**config.mk**
```make
export PLATFORM = sky130hd
export DESIGN_NAME = pwm_cmd_loader
export DESIGN_NICKNAME = d
export VERILOG_FILES = /design/src/rtl/pwm_cmd_pkg.sv /design/src/rtl/strobe_sync.sv /design/src/rtl/pwm_cmd_loader.sv
export SDC_FILE = /design/constraint.sdc
export NUM_CORES = 1
export LEC_CHECK = 0
export BUFFER_PORTS_ARGS = -buffer_cell sky130_fd_sc_hd__buf_4
export CAP_MARGIN = 30
export CORE_AREA = 2 2 73 61
export DETAILED_ROUTE_END_ITERATION = 12
export DIE_AREA = 0 0 75 63
export GPL_TIMING_DRIVEN = 1
export PLACE_DENSITY = 0.86
export SYNTH_ARGS = -nofsm -noshare
export SYNTH_HDL_FRONTEND = slang
export SYNTH_SLANG_ARGS = --single-unit
```
**constraint.sdc**
```tcl
create_clock -name clk -period 3.9 [get_ports clk]
set_clock_uncertainty 0.15 [all_clocks]
set_input_delay 0.585 -clock clk [delete_from_list [all_inputs] [get_ports clk]]
set_output_delay 0.585 -clock clk [all_outputs]
set_load 0.03 [all_outputs]
```
**src/rtl/pwm_cmd_pkg.sv**
```systemverilog
// Shared opcodes, FSM states and shadow-target selector for the PWM command loader.
// Build option PWM_CMD_FADE_EN (see pwm_cmd_loader) does not affect this package.
package pwm_cmd_pkg;

    localparam int unsigned OP_W = 8;

    localparam logic [OP_W-1:0] OP_CLR_ERR = 8'h00;
    localparam logic [OP_W-1:0] OP_DUTY    = 8'h01;
    localparam logic [OP_W-1:0] OP_MAX     = 8'h02;
    localparam logic [OP_W-1:0] OP_COMMIT  = 8'h03;

    typedef enum logic {
        IDLE,
        WAIT_DATA
    } state_e;

    typedef enum logic {
        TGT_DUTY,
        TGT_MAX
    } tgt_e;

endpackage

```
**src/rtl/strobe_sync.sv**
```systemverilog
// Brings the Arduino write strobe into the clk domain and flags each rising edge.
// rise_c is high for exactly one cycle, two edges after the strobe is first sampled high.
module strobe_sync (
    input  logic clk,
    input  logic rst,
    input  logic strobe,
    output logic rise_c
);

    logic sync1_q, sync1_d;
    logic sync2_q, sync2_d;
    logic prev_q,  prev_d;

    always_comb begin
        sync1_d = strobe;
        sync2_d = sync1_q;
        prev_d  = sync2_q;
    end

    always_ff @(posedge clk) begin
        if (rst) begin
            sync1_q <= 1'b0;
            sync2_q <= 1'b0;
            prev_q  <= 1'b0;
        end else begin
            sync1_q <= sync1_d;
            sync2_q <= sync2_d;
            prev_q  <= prev_d;
        end
    end

    assign rise_c = sync2_q & ~prev_q;

endmodule

```
**src/rtl/pwm_cmd_loader.sv**
```systemverilog
// Byte-wide command receiver feeding pwm_module; commits shadow duty/max only at a period boundary.
// Define PWM_CMD_FADE_EN to slew duty by one step per period toward the committed value.
module pwm_cmd_loader
    import pwm_cmd_pkg::*;
#(
    parameter int unsigned WIDTH          = 8,
    parameter int unsigned TIMEOUT_CYCLES = 1024
) (
    input  logic             clk,
    input  logic             rst,
    input  logic [WIDTH-1:0] data_in,
    input  logic             strobe,
    input  logic             period_end,
    output logic [WIDTH-1:0] duty,
    output logic [WIDTH-1:0] max_value,
    output logic             busy,
    output logic             err
);

    localparam int unsigned     CNT_W    = (TIMEOUT_CYCLES > 2) ? $clog2(TIMEOUT_CYCLES) : 1;
    localparam logic [CNT_W-1:0] CNT_LAST = CNT_W'(TIMEOUT_CYCLES - 1);

    logic rise_c;

    state_e           state_q,       state_d;
    tgt_e             tgt_q,         tgt_d;
    logic [CNT_W-1:0] cnt_q,         cnt_d;
    logic [WIDTH-1:0] shadow_duty_q, shadow_duty_d;
    logic [WIDTH-1:0] shadow_max_q,  shadow_max_d;
    logic             pending_q,     pending_d;
    logic [WIDTH-1:0] duty_q,        duty_d;
    logic [WIDTH-1:0] max_q,         max_d;
    logic             busy_q,        busy_d;
    logic             err_q,         err_d;
`ifdef PWM_CMD_FADE_EN
    logic [WIDTH-1:0] target_q,      target_d;
`endif

    strobe_sync u_strobe_sync (
        .clk    (clk),
        .rst    (rst),
        .strobe (strobe),
        .rise_c (rise_c)
    );

    // Commit first (uses pre-edge shadows), then byte handling so a same-edge arm stays pending.
    always_comb begin
        state_d       = state_q;
        tgt_d         = tgt_q;
        cnt_d         = cnt_q;
        shadow_duty_d = shadow_duty_q;
        shadow_max_d  = shadow_max_q;
        pending_d     = pending_q;
        duty_d        = duty_q;
        max_d         = max_q;
        busy_d        = busy_q;
        err_d         = err_q;
`ifdef PWM_CMD_FADE_EN
        target_d      = target_q;
`endif

        if (period_end && pending_q) begin
            pending_d = 1'b0;
            max_d     = shadow_max_q;
`ifdef PWM_CMD_FADE_EN
            target_d  = shadow_duty_q;
`else
            duty_d    = shadow_duty_q;
`endif
        end
`ifdef PWM_CMD_FADE_EN
        else if (period_end && (duty_q != target_q)) begin
            duty_d = (duty_q < target_q) ? duty_q + WIDTH'(1) : duty_q - WIDTH'(1);
        end
`endif

        case (state_q)
            IDLE: begin
                if (rise_c) begin
                    case (data_in)
                        WIDTH'(OP_CLR_ERR): err_d = 1'b0;
                        WIDTH'(OP_DUTY): begin
                            state_d = WAIT_DATA;
                            tgt_d   = TGT_DUTY;
                            cnt_d   = '0;
                            busy_d  = 1'b1;
                        end
                        WIDTH'(OP_MAX): begin
                            state_d = WAIT_DATA;
                            tgt_d   = TGT_MAX;
                            cnt_d   = '0;
                            busy_d  = 1'b1;
                        end
                        WIDTH'(OP_COMMIT): pending_d = 1'b1;
                        default:           err_d     = 1'b1;
                    endcase
                end
            end
            WAIT_DATA: begin
                if (rise_c) begin
                    if (tgt_q == TGT_DUTY) begin
                        shadow_duty_d = data_in;
                    end else begin
                        shadow_max_d = data_in;
                    end
                    state_d = IDLE;
                    busy_d  = 1'b0;
                end else if (cnt_q == CNT_LAST) begin
                    state_d = IDLE;
                    busy_d  = 1'b0;
                    err_d   = 1'b1;
                end else begin
                    cnt_d = cnt_q + CNT_W'(1);
                end
            end
            default: begin
                state_d = IDLE;
                busy_d  = 1'b0;
            end
        endcase
    end

    always_ff @(posedge clk) begin
        if (rst) begin
            state_q       <= IDLE;
            tgt_q         <= TGT_DUTY;
            cnt_q         <= '0;
            shadow_duty_q <= '0;
            shadow_max_q  <= '1;
            pending_q     <= 1'b0;
            duty_q        <= '0;
            max_q         <= '1;
            busy_q        <= 1'b0;
            err_q         <= 1'b0;
`ifdef PWM_CMD_FADE_EN
            target_q      <= '0;
`endif
        end else begin
            state_q       <= state_d;
            tgt_q         <= tgt_d;
            cnt_q         <= cnt_d;
            shadow_duty_q <= shadow_duty_d;
            shadow_max_q  <= shadow_max_d;
            pending_q     <= pending_d;
            duty_q        <= duty_d;
            max_q         <= max_d;
            busy_q        <= busy_d;
            err_q         <= err_d;
`ifdef PWM_CMD_FADE_EN
            target_q      <= target_d;
`endif
        end
    end

    assign duty      = duty_q;
    assign max_value = max_q;
    assign busy      = busy_q;
    assign err       = err_q;

endmodule
```
Word-level counts from Yosys, hierarchy flattened
Cells that the tools add are included.
Cells by class
  add/sub/neg operators: 1
  $mul: 0
  div/mod/pow operators: 0
  order comparisons: 0
  eq/ne operators: 11
  shift operators: 0
  muxes and demuxes: 25
  bitwise logic cells: 4
  reduce and logical (&&, ||, !) cells: 11
Operator list (number)
  $mux W10: 4
  $pmux W10 S2: 1
  $eq A8 B2 Y1 const B: 2
  $mux W1: 15
  $reduce_and A3 Y1: 4
  $add A10 B1 Y10 const B: 1
  $eq A10 B10 Y1 const B: 1
  $ne A2 B2 Y1 const B: 5
  $pmux W1 S2: 5
  $eq A8 B1 Y1 const B: 1
  $logic_not A8 Y1: 1
  $reduce_and A4 Y1: 2
  $ne A3 B2 Y1 const B: 1
  $not A1 Y1: 3
  $reduce_or A3 Y1: 1
  $ne A2 B1 Y1 const B: 1
  $reduce_bool A2 Y1: 1
  $reduce_or A2 Y1: 1
  $and A1 B1 Y1: 1
  $logic_and A1 B1 Y1: 1
Word-level totals
  register bits: 50
  bits in latches: 0
  memory bits (writable): 0
  memory bits (read-only): 0
  input port bits: 12
  word-level logic and storage cells: 65
  memories kept: 0

Logic depth before layout (Yosys ltp)
  depth in word-level cells: 5
  mapped depth: 7

Cells and area by module
A second synthesis with hierarchy kept.
Second synthesis, totals
  cell total of the unflattened synthesis: 232
  area, all modules: 2132.0 µm²
Modules (own cells, without submodules)
  pwm_cmd_loader: times used 1, cells each 225, area each 2044.5 µm²
  strobe_sync: times used 1, cells each 7, area each 87.6 µm²

Least setup slack after synthesis
OpenSTA, ideal clock, no wires.
  path type: register to register
  start point: reg u_strobe_sync.prev_q
  end point: reg cnt_q[9]
  setup time: 0.073 ns
  data arrival time: 1.846 ns
  path slack: 1.831 ns
  stages on the path, launching flop included: 8
  path buffers: 0
  cell sequence: dfxtp_1 > nand2b_1 > inv_1 > ha_1 > nor2_2 > nand2_1 > or4_1 > o211ai_2
Between the ends
  longest elaborated chain between the ends: 4
  elaborated cells between the ends (all ways): 5
  classes of those cells: 2 x eq/ne; 2 x bitwise; 1 x reduce/logical
Ends and longest elaborated chain
  from (decl): RTL line strobe_sync.sv:12  | logic prev_q, prev_d;
  from (signal assigned): RTL line strobe_sync.sv:28  | prev_q <= prev_d;
  $not A1 Y1 (*): RTL line strobe_sync.sv:32  | assign rise_c = sync2_q & ~prev_q;
  $and A1 B1 Y1 (*): RTL line strobe_sync.sv:32
  $ne A2 B2 Y1 (no source line)
  $reduce_and A4 Y1 (no source line) (*)
  to (signal assigned): RTL line pwm_cmd_loader.sv:141  | cnt_q <= cnt_d;
  to (decl): RTL line pwm_cmd_loader.sv:27  | logic [CNT_W-1:0] cnt_q, cnt_d;
Mark *: on every way between the ends. The rest lies on a longest branch, timed or not.
A chain may end at the register's enable or synchronous reset.

Worst setup path after layout
  start point: reg state_q
  end point: reg cnt_q[9]
Between the ends
  longest elaborated chain between the ends: 3
  elaborated cells between the ends (all ways): 7
  classes of those cells: 4 x eq/ne; 1 x mux; 1 x bitwise; 1 x reduce/logical
Ends and longest elaborated chain
  from (decl): RTL line pwm_cmd_loader.sv:25  | state_e state_q, state_d;
  from (signal assigned): RTL line pwm_cmd_loader.sv:139  | state_q <= state_d;
  $not A1 Y1 (no source line)
  $ne A2 B2 Y1 (no source line)
  $reduce_and A4 Y1 (no source line)
Several ways; a longest one is shown, not always the timed one.

==> impl_metrics.toml <==
[clock_network]
post_cts_resized = 0
hold_buffers = 0
numCtsBuffers = 5
clock_path_buffers = 2
htree_num_levels = 2
cts-root-buf = "clkbuf_8"
cts_sinks = 50
cts_setup_buffers = 0
clk_latency_ns = 0.31
clk_pin_slew_worst_paths_ns = 0.09
cts_tree = "yes"

[global_routing]
grt_max_degree = 46
grt.total_usage = 0.202
grt_pass1_vias = 1594
grt_overflow_total = 0
grt_pass1_wl_um = 7400
grt_antenna_before_repair = 0

[timing]
finalSetupViolations = 0
timing.final.ws_setup_ns = 1.49
slew_viol_final = 0
slew_headroom = 0.556
period_share = 0.618
worst_pin_slew_ns = 0.661
rsz0062_at_grt = "false"
fin_crit_ns = 2.41
hold_viol = 0
max_freq_ghz = 0.415
fin_setup_tns_ns = 0

[finish]
drive_above_1_share = 0.175
layout.cells.non_filler = 320
nets = 278
final_util = 0.613
antenna_cells = 0
syn_to_final_growth_pct = 15.6

[critical_path]
crit_type = "register to register"
r2r_slack_ns = 1.49
crit_fanout = 11
crit_chain = "inv_1, ha_1, nor2_2, nand2_1, or4_1, o211ai_2"
reg2reg_from = "state_q"
setup.worst_path.start_class = "register"
rr_endpoint = "cnt_q[9]"
crit_required_ns = 3.99
cp-end-kind = "register"
worstRegToRegCells = 6
critPathArrivalTime_ns = 2.50
crit_slowest_cell = "dfxtp_1"
cpPeakStageDelay_ns = 0.59

[floorplanning]
core_mm2 = 0.00402
die_x_um = 75
rows = 21
die_h_um = 63
die-area_mm2 = 0.00473
io_pins = 30
start_util = 0.530

[synth]
async_flop_share = 0
ys_ff_latch = 50
syn_area_mm2 = 0.00213
synth_fp_nets = 253
ys.flop_type = "dfxtp_1"
yosysSeqAreaShare = 0.469
syn_inst = 237
synth-edff-count = 0
yosysWarnings = 0
avgSynthCellArea_um2 = 9.00
synth_cell_type_count = 43

[pwr]
leakagePower_uw = 0.000941
power.density_mw_per_mm2 = 344
ir_drop_uv = 173

[route]
vias = 1795
first_iter_violations = 179
post-route-drc-count = 0
wl_um = 4380
viasPerCell = 5.61
avgRoutedWirePerCell_um = 13.7
drt-pass1-iter-count = 4
antenna_left = 0

[place]
place.gp.congestion = 0.845
port_buffers = 29
dp_slack_ns = 1.59
place_inst = 312
dp_hpwl_um = 3030

[min_path]
min_from = "duty[6]"
whs_path_depth = 2
worstHoldPathType = "register to register"
min_to = "duty[6]"

[status]
status = "completed"

[flow_run]
max_cap_viol_count = 0
[power by group]
part	internal (µW)	switching (µW)
logic	14.3	22.9
clock network	126	171
registers	512	0.858
[metrics by stage]
stage                     hold WS [ns]  power (µW)  cell area [µm²]
after floorplan                  0.264         544             2130
after global placement           0.295         561             2370
after detailed placement         0.299         561             2370
after CTS                        0.312         857             2460
after global routing             0.331         885             2460
final                            0.310         847             2460
[routing by layer]
metal  part of all wire  GRT usage  vias up
li1                   -          -      896
met1               0.49      0.294      837
met2               0.43      0.280       55
met3              0.061     0.0500        7
met4              0.017     0.0871        0
met5                  0          0        -
[critical path: cells and delay by family, from the launching register on]
kind / cells / cell delay (ns)
fa+ha+maj: 1 / 0.29
buf+inv: 1 / 0.21
flops: 1 / 0.59
compound gates: 1 / 0.09
simple gates: 3 / 1.01
[registers in the layout, summed over array words and instances (netlist names)]
register	flops
busy	1
cnt_q	10
duty	8
err	1
max_value	8
pending_q	1
shadow_duty_q	8
shadow_max_q	8
state_q	1
tgt_q	1
u_strobe_sync.prev_d	1
u_strobe_sync.prev_q	1
u_strobe_sync.sync1_q	1
[cell usage in the layout (no fill, tap or decap), types with 5 or more instances in the layout]
master and count:
a21oi_1 16, a211o_1 8, dfxtp_1 50, nand3_1 12, nor2_1 13, clkbuf_8 5, mux2i_1 8, and3_1 8
nand3b_1 8, buf_4 29, inv_1 5, nand2_1 42
[how the worst max path moves through the flow]
stage	startpoint	to	slack, ns
floorplan	u_strobe_sync.prev_q	cnt_q[9]	1.83
global placement	data_in[5]	cnt_q[3]	1.66
detailed placement	state_q	cnt_q[9]	1.59
CTS	state_q	cnt_q[9]	1.52
global route	state_q	cnt_q[9]	1.37
finish	state_q	cnt_q[9]	1.49
[layout make-up]
type                       count  area [µm²]
timing repair buffer          29         218
clock inverter                 3        21.3
clock buffer                   5        68.8
inverter                       5        18.8
sequential                    50        1000
multi-input combinational    171        1070
fill                         362        1560
tap                           57        71.3
[cell usage after synthesis, drive strengths merged (2+ instances only)]
cell / count / area [µm²]
or3: 2 / 13.8
nor2b: 4 / 25.0
nor3: 4 / 31.3
and3: 9 / 57.6
nand4: 5 / 37.5
a31oi: 3 / 18.8
a41oi: 4 / 35.0
nor2: 14 / 55.1
ha: 4 / 50.1
mux2i: 8 / 80.1
buf: 2 / 12.5
nand3: 12 / 60.1
nand2: 43 / 164
a211o: 8 / 70.1
nand3b: 8 / 60.1
o211ai: 4 / 35.0
nand4b: 2 / 17.5
nand2b: 3 / 18.8
inv: 5 / 18.8
dfxtp: 50 / 1000
a21oi: 16 / 80.1
or4: 3 / 22.5
o21ai: 3 / 15.0
clkbuf: 9 / 33.8
and2: 2 / 12.5
[logic make-up after synthesis]
family                     after synthesis  share of synthesized area
and+or+nand+nor                        113                      0.280
xor gates and xnor gates                 1                    0.00411
buffers and inverters                   16                     0.0305
muxes                                    8                     0.0376
AOI/OAI and AO/OA                       45                      0.155
DFF                                     50                      0.469
adders and majority gates                4                     0.0235
Power figures use the tool's default switching activity.
